File: src/rtl/seg_scan_controller.sv
// seg_scan_controller: time-multiplexed 7-segment scan with a double-buffered frame, blank slots and leading-zero blanking
module seg_scan_controller #(
  parameter int NUM_DIGITS = 4,
  parameter int DIV        = 1000,
  parameter int BLANK_CYC  = 2
) (
  input  logic                    clk,
  input  logic                    rst,
  input  logic                    en,
  input  logic                    load,
  input  logic [4*NUM_DIGITS-1:0] digits_in,
  input  logic                    lzb,
  output logic [3:0]              bcd_out,
  input  logic [6:0]              seg_in,
  output logic [6:0]              seg_out,
  output logic [NUM_DIGITS-1:0]   an_out,
  output logic                    frame_done,
  output logic                    bcd_err
);
  localparam int W = 4 * NUM_DIGITS;
  localparam int MAXC = DIV > BLANK_CYC ? DIV : BLANK_CYC;
  localparam int CW = $clog2(MAXC);
  localparam int IW = $clog2(NUM_DIGITS);
  localparam logic [CW-1:0] SHOW_END = CW'(DIV - 1);
  localparam logic [CW-1:0] BLANK_END = CW'(BLANK_CYC - 1);
  localparam logic [IW-1:0] LAST = IW'(NUM_DIGITS - 1);
  typedef enum logic [1:0] {IDLE, BLANK, SHOW} state_t;
  state_t state_q, state_d;
  logic [CW-1:0] cnt_q, cnt_d;
  logic [IW-1:0] idx_q, idx_d;
  logic [W-1:0] pend_q, pend_d, act_q, act_d;
  logic pv_q, pv_d, err_q, err_d;
  logic [3:0] bcd_q, bcd_d;
  logic [6:0] seg_q;
  logic bad, slot_end, boundary, supp;
  always_comb begin
    bad = 1'b0;
    for (int i = 0; i < NUM_DIGITS; i++) bad = bad | (digits_in[4*i +: 4] > 4'd9);
  end
  assign slot_end = cnt_q == (state_q == SHOW ? SHOW_END : BLANK_END);
  assign boundary = en && state_q == SHOW && slot_end && idx_q == LAST;
  // a digit is blank when it and every more-significant digit are zero
  assign supp = lzb && idx_q != '0 && (act_q >> (4 * idx_q)) == '0;
  assign an_out = (state_q == SHOW && !supp) ? ~(NUM_DIGITS'(1) << idx_q) : '1;
  assign frame_done = boundary;
  assign bcd_out = bcd_q;
  assign seg_out = seg_q;
  assign bcd_err = err_q;
  always_comb begin
    state_d = state_q;
    cnt_d = cnt_q + CW'(1);
    idx_d = idx_q;
    pend_d = load ? digits_in : pend_q;
    pv_d = pv_q;
    act_d = act_q;
    err_d = err_q | (load & bad);
    if (!en) begin
      state_d = IDLE;
      cnt_d = '0;
      idx_d = '0;
    end else if (state_q == IDLE) begin
      state_d = BLANK;
      cnt_d = '0;
    end else if (slot_end) begin
      state_d = state_q == BLANK ? SHOW : BLANK;
      cnt_d = '0;
      idx_d = state_q == SHOW ? (idx_q == LAST ? '0 : idx_q + IW'(1)) : idx_q;
    end
    // a load on the boundary cycle bypasses pending and wins
    if (boundary) begin
      act_d = load ? digits_in : pv_q ? pend_q : act_q;
      pv_d = 1'b0;
    end else if (load) begin
      act_d = state_q == IDLE ? digits_in : act_q;
      pv_d = state_q != IDLE;
    end
    bcd_d = state_d == IDLE ? bcd_q : act_d[4*idx_d +: 4];
  end
  always_ff @(posedge clk) begin
    if (rst) begin
      state_q <= IDLE;
      cnt_q <= '0;
      idx_q <= '0;
      pend_q <= '0;
      act_q <= '0;
      pv_q <= 1'b0;
      err_q <= 1'b0;
      bcd_q <= '0;
      seg_q <= '0;
    end else begin
      state_q <= state_d;
      cnt_q <= cnt_d;
      idx_q <= idx_d;
      pend_q <= pend_d;
      act_q <= act_d;
      pv_q <= pv_d;
      err_q <= err_d;
      bcd_q <= bcd_d;
      seg_q <= seg_in;
    end
  end
endmodule

File: config.mk
export PLATFORM = sky130hd
export DESIGN_NAME = seg_scan_controller
export DESIGN_NICKNAME = d
export VERILOG_FILES = /design/src/rtl/seg_scan_controller.sv
export SDC_FILE = /design/constraint.sdc
export NUM_CORES = 1
export LEC_CHECK = 0
export BUFFER_PORTS_ARGS = -buffer_cell sky130_fd_sc_hd__buf_2
export CAP_MARGIN = 40
export CORE_AREA = 2 2 56 111
export DETAILED_ROUTE_END_ITERATION = 8
export DIE_AREA = 0 0 58 113
export PLACE_DENSITY = 0.75
export SLEW_MARGIN = 20
export SYNTH_ARGS = -nofsm -noshare
export SYNTH_HDL_FRONTEND = slang
export SYNTH_SLANG_ARGS = --single-unit
File: constraint.sdc
create_clock -name clk -period 6.1 [get_ports clk]
set_clock_uncertainty 0.2 [all_clocks]
set_input_delay 1.525 -clock clk [delete_from_list [all_inputs] [get_ports clk]]
set_output_delay 1.525 -clock clk [all_outputs]
set_load 0.02 [all_outputs]
==> results of run 1 <==
## metrics by stage
| stage | hold slack (ns) | total power [mW] |
|---|---|---|
| 6_report | 0.271 | 1.02 |
| 4_1_cts | 0.276 | 1.02 |
| 3_5_place_dp | 0.262 | 0.540 |
| 5_1_grt | 0.306 | 1.05 |
| 2_1_floorplan | 0.250 | 0.503 |
| 3_3_place_gp | 0.249 | 0.538 |
## worst max-delay path, cell delays in order
cell and delay [ns]:
buf_2 0.19, nand3_1 0.09, or4_4 0.58, inv_1 0.35
buf_2 0.24
## layout make-up
cell class,instances,area [µm²],share of cell area (%)
Sequential cell,59,1180,33.1
Multi-Input combinational cell,253,1730,48.4
Tap cell,61,76.3,2.14
Clock buffer,15,288,8.05
Clock inverter,1,5.00,0.140
Timing Repair Buffer,47,255,7.14
Inverter,10,37.5,1.05
## routing by layer
metal | vias to the layer above | share of wire, % | global-route usage (%)
li1 | 1328 | - | -
met4 | 0 | 5.4 | 17.2
met3 | 28 | 4.0 | 6.17
met5 | - | 0 | 0
met1 | 1263 | 36 | 24.8
met2 | 82 | 54 | 45.2
## state kept, by name, summed over array words and instances (netlist names)
signal   count
act_q       16
pv_q         1
seg_out      7
state_q      2
pend_q      16
cnt_q       10
idx_q        2
bcd_out      4
bcd_err      1
## final timing paths
path	endpoint	slack [ns]	depth (start not counted)
min	bcd_err	0.27	2
max	frame_done	1.40	5
max reg2reg	bcd_out[0]	3.10	6
min reg2reg	bcd_err	0.27	2
## where the power goes
part           switching [mW]  total [mW]  leakage (nW)  internal, mW
logic                  0.0646       0.114         0.925        0.0496
clock network           0.162       0.480         0.146         0.318
registers              0.0133       0.421         0.486         0.408
total                   0.240        1.02          1.56         0.775
## cell usage in the layout (no fill, tap or decap), types with 7 or more instances in the layout
master,synthesis,routed
a211oi_1,11,11
a2111oi_0,9,9
or3_1,12,12
inv_1,10,10
buf_2,3,44
nor2b_1,20,20
clkbuf_16,0,9
mux2i_1,28,28
a21oi_1,13,13
nor3_1,7,7
dfxtp_1,59,59
mux2_2,7,7
nand2_1,15,15
nand3_1,10,10
nor2_1,48,48
## Yosys cell counts, types with 2 or more instances
library cell / number / area share, %
buf_1: 2 / 0.25
a21o_1: 4 / 0.98
o21ai_0: 6 / 0.98
nor3_1: 7 / 1.1
xor2_1: 4 / 1.1
nor4bb_1: 3 / 0.98
dfxtp_1: 59 / 39
nand4_1: 4 / 0.82
nand3_1: 10 / 1.6
a211o_1: 2 / 0.57
a211oi_1: 11 / 2.7
mux2_2: 7 / 2.6
or3_1: 12 / 2.5
mux2i_1: 28 / 9.2
o32ai_1: 2 / 0.57
a31o_2: 2 / 0.57
o211a_1: 4 / 1.3
inv_1: 10 / 1.2
xnor2_1: 4 / 1.1
nand3b_1: 2 / 0.49
a2111oi_0: 9 / 2.6
buf_2: 3 / 0.49
ha_1: 5 / 2.1
nor4_1: 4 / 0.82
clkbuf_1: 15 / 1.8
a21oi_1: 13 / 2.1
and2_1: 3 / 0.62
nor3b_1: 2 / 0.49
nand2_1: 15 / 1.8
a311o_1: 2 / 0.66
a221oi_1: 3 / 0.86
nor2_1: 48 / 5.9
and3_1: 4 / 0.82
buf_6: 2 / 0.74
nor2b_1: 20 / 4.1
## kinds of logic (layout without fill, tap and decap cells)
kind of cell	Yosys count	in the layout	synth area share, %
flip-flops	59	59	38.7
XOR/XNOR	8	8	2.30
AO/OA/AOI/OAI	64	64	16.3
buffers and inverters	32	73	4.55
adder cells (fa/ha/maj)	5	5	2.05
multiplexers	35	35	11.8
AND/OR/NAND/NOR	141	141	24.3
==> results.txt, run 1 <==
----------------------------------------------------
[Clock network]
  Clock transition at path regs ... 0.05 ns
  Number of buffers inserted by hold repair at cts ... 0
  Number of buffers created by CTS ... 9
  Count of clock tree sinks ... 59
  Root Buffer Master ... clkbuf_16
  Maximum clock path buffer count ... 2
  Worst-Skew Late Latency ... 0.33 ns
  TritonCTS clock tree ... yes
  Number of buffers inserted by post-CTS setup repair ... 0
  PostCTS Resize Cnt ... 0
  Clock H-tree levels ... 3

[Placed design]
  Post-detailed-placement half-perimeter wirelength ... 5550 µm
  Number of cells in the design after placement ... 429
  Worst slack, placed ... 1.41 ns
  Port Buf Inserts ... 44
  Cell area reported after detailed placement ... 3260 µm²
  GP Congestion ... 0.932

[Cells and area]
  Layout cells sized above 1 ... 18.7%
  Final standard cell area without fillers ... 3570 µm²
  Final net count ... 413
  Antenna diodes ... 0
  Synthesis-to-finish area growth ... 17.1%
  Final Util ... 63.1%
  Count of placed standard cells in the final layout, fillers left out ... 446
  # fillers ... 519

[Route]
  Number of nets with antenna violations after routing ... 0
  Violation count after the first detailed-routing iteration ... 72
  Wire length after detailed routing ... 7640 µm
  Initial DRT Pass Iterations ... 4
  Number of vias in the routed layout ... 2701
  Via-to-Cell Ratio ... 6.06
  DRC violation count after routing ... 0
  Wire per inst ... 17.1 µm

[Critical path]
  CP startpoint kind ... primary input
  CP startpoint ... en
  Endpoint type of the worst setup path ... primary output
  Largest fanout of any net on the critical path ... 20
  Crit Path Class ... primary input to primary output
  Data required time at the worst endpoint ... 4.38 ns
  Launching point of the worst reg2reg path ... cnt_q[0]
  Data arrival time of the critical path ... 2.98 ns

[Run status]
  Result of the run ... finished clean

[GRT]
  Number of antenna violations at the first check in global routing ... 0
  Grt ovf ... 0
  Via count of the first global-routing pass ... 2744
  First-pass GRT wire length ... 12600 µm
  Total routing usage reported by global routing ... 25.5%
  Maximum number of pins on one net before global-route repair ... 39

[Yosys]
  Fraction of registers with async set or reset after synthesis ... 0%
  Post-synthesis area per instance ... 8.87 µm²
  Synth Cell Area ... 3050 µm²
  Number of flip-flops and latches in the synthesized netlist ... 59
  Count of mapped cells out of synthesis ... 344
  Warnings from Yosys ... 0
  EDFF count, synth ... 0
  Net Count, Synth ... 377
  Main synth FF type ... dfxtp_1
  Cell variety after synth ... 48
  Sequential share of the synthesized area ... 38.7%

[STA]
  Final number of setup-violating endpoints ... 0
  Fin crit share ... 77.1%
  Count of final max-slew check failures ... 0
  Fmax ... 0.213 GHz
  Final sum of negative setup slack ... 0 ns
  Unrepaired setup endpoints after global routing ... false
  Remaining max-slew budget at the tightest pin ... 55.0%
  Transition time at the pin with the least slew margin ... 0.676 ns
  Final hold violation count ... 0
  Period minus WS final ... 4.70 ns
  Worst setup margin ... 1.40 ns

[Power]
  Power density over cell area ... 284 nW/µm²
  Leakage Power ... 1.56 nW
  Worst-case vdd ir drop ... 0.327 mV

[Die]
  Die area ... 6550 µm²
  Die outline height ... 113 µm
  Core Box Area ... 5660 µm²
  Die boundary width ... 58 µm
  Initial Utilization ... 53.9%
  Site row count ... 39
  Total I/O pin count ... 45

[Hold path]
  Worst hold path class ... flop to flop
  Min-Delay Startpoint ... bcd_err

[Job]
  # Max-Cap Violations ... 0

----------------------------------------------------
(Power assumes the default switching activity.)
==> run 2, diff against run 1 <==
clock period = 4.52 ns   (was 6.1 ns; I/O delays follow)
==> run 2 against run 1 <==
  * Sequential cell count unchanged
  * Count of clock-buffer cells in the layout decreased by 2
  * Combinational power up 34%
  * Worst hold slack got worse by 0.0019 ns
  * Register-to-register slack got worse by 1.5 ns
  * Largest cell class unchanged
  * Highest routed layer unchanged
==> results.txt, run 2 (synthesis gave the netlist of run 1 again) <==
----------------------------------------------------
[Cells and area]
  Final net count ... 415
  Biggest registers after layout ... act_q (16), pend_q (16), cnt_q (10)
  Layout cells sized above 1 ... 19.2%
  Antenna diodes ... 0
  # fillers ... 522
  Count of placed standard cells in the final layout, fillers left out ... 447
  Synthesis-to-finish area growth ... 17.1%
  Most common cell after layout, fill and taps aside ... dfxtp_1
  Final standard cell area without fillers ... 3570 µm²
  Commonest cells after routing, fill and taps aside ... dfxtp_1 (59), nor2_1 (48), buf_2 (44)

[Die]
  Die area ... 6550 µm²
  Die outline height ... 113 µm
  Site row count ... 39
  Initial Utilization ... 53.9%
  Total I/O pin count ... 45
  Core Box Area ... 5660 µm²
  Die boundary width ... 58 µm

[Critical path]
  Data arrival time of the critical path ... 2.48 ns
  Data required time at the worst endpoint ... 3.19 ns
  CP startpoint kind ... primary input
  Endpoint type of the worst setup path ... primary output
  Launching point of the worst reg2reg path ... cnt_q[0]
  Crit Path Class ... primary input to primary output
  CP startpoint ... en
  Largest fanout of any net on the critical path ... 20

[Route]
  DRC violation count after routing ... 0
  Wire length after detailed routing ... 7760 µm
  Via-to-Cell Ratio ... 6.01
  Violation count after the first detailed-routing iteration ... 124
  Number of nets with antenna violations after routing ... 0
  Initial DRT Pass Iterations ... 4
  Number of vias in the routed layout ... 2685
  Wire per inst ... 17.4 µm

[GRT]
  Number of antenna violations at the first check in global routing ... 0
  Via count of the first global-routing pass ... 2685
  Grt ovf ... 0
  Maximum number of pins on one net before global-route repair ... 38
  First-pass GRT wire length ... 12800 µm
  Total routing usage reported by global routing ... 26.0%

[Clock network]
  Root Buffer Master ... clkbuf_16
  Clock transition at path regs ... 0.05 ns
  Number of buffers created by CTS ... 9
  Number of buffers inserted by hold repair at cts ... 0
  PostCTS Resize Cnt ... 0
  Clock H-tree levels ... 3
  Worst-Skew Late Latency ... 0.32 ns
  Count of clock tree sinks ... 59
  Number of buffers inserted by post-CTS setup repair ... 0
  Maximum clock path buffer count ... 2
  TritonCTS clock tree ... yes

[STA]
  Final hold violation count ... 0
  Period minus WS final ... 3.81 ns
  Unrepaired setup endpoints after global routing ... false
  Final sum of negative setup slack ... 0 ns
  Count of final max-slew check failures ... 0
  Final number of setup-violating endpoints ... 0
  Fmax ... 0.263 GHz
  Remaining max-slew budget at the tightest pin ... 56.1%
  Fin crit share ... 84.2%
  Transition time at the pin with the least slew margin ... 0.653 ns

[Hold path]
  Min-Delay Startpoint ... bcd_err
  Worst hold path class ... flop to flop

[Job]
  # Max-Cap Violations ... 0

[Power]
  Power density over cell area ... 378 nW/µm²
  Worst-case vdd ir drop ... 0.330 mV
  Leakage Power ... 1.56 nW

[Placed design]
  Post-detailed-placement half-perimeter wirelength ... 5680 µm
  GP Congestion ... 0.898
  Port Buf Inserts ... 44
  Cell area reported after detailed placement ... 3290 µm²
  Number of cells in the design after placement ... 432

[Run status]
  Result of the run ... finished clean

----------------------------------------------------
## run 2: through the flow
step	total power [mW]	setup slack, ns	hold slack, ns	utilization, %
6_report	1.35	0.715	0.269	63.1
5_1_grt	1.41	0.632	0.290	63.1
4_1_cts	1.36	0.732	0.270	63.1
3_5_place_dp	0.731	0.728	0.258	58.1
3_3_place_gp	0.727	0.762	0.253	57.9
2_1_floorplan	0.679	1.27	0.250	-
## run 2: area by class of cell
| class | count | area (µm²) | area share, % |
|---|---|---|---|
| multi-input combinational | 253 | 1730 | 48.5 |
| tap | 61 | 76.3 | 2.14 |
| clock inverter | 2 | 10.0 | 0.280 |
| clock buffer | 13 | 270 | 7.57 |
| inverter | 10 | 37.5 | 1.05 |
| sequential | 59 | 1180 | 33.1 |
| timing repair buffer | 49 | 265 | 7.43 |
## run 2: critical path, stage by stage
cell and delay (ns):
buf_2 0.19, nand3_1 0.09, or4_4 0.59, inv_1 0.10
buf_4 0.18, buf_2 0.19
## run 2: final timing paths
| kind | end | slack [ns] | cells past startpoint |
|---|---|---|---|
| setup / recovery | frame_done | 0.71 | 6 |
| hold / removal | bcd_err | 0.27 | 2 |
| setup reg to reg | bcd_out[0] | 1.59 | 6 |
| hold reg to reg | bcd_err | 0.27 | 2 |
## run 2: power by group
part	internal, mW	leakage [nW]	switching [mW]	total, mW
combinational	0.0671	0.933	0.0855	0.153
clock	0.409	0.141	0.218	0.627
sequential	0.550	0.486	0.0201	0.570
## run 2: metal layers
metal | up-vias | track usage, % | wire, µm
met5 | - | 0 | 0
met4 | 0 | 16.7 | 263
met3 | 23 | 5.71 | 276
met2 | 65 | 44.6 | 4250
met1 | 1267 | 27.6 | 2980
li1 | 1330 | - | -
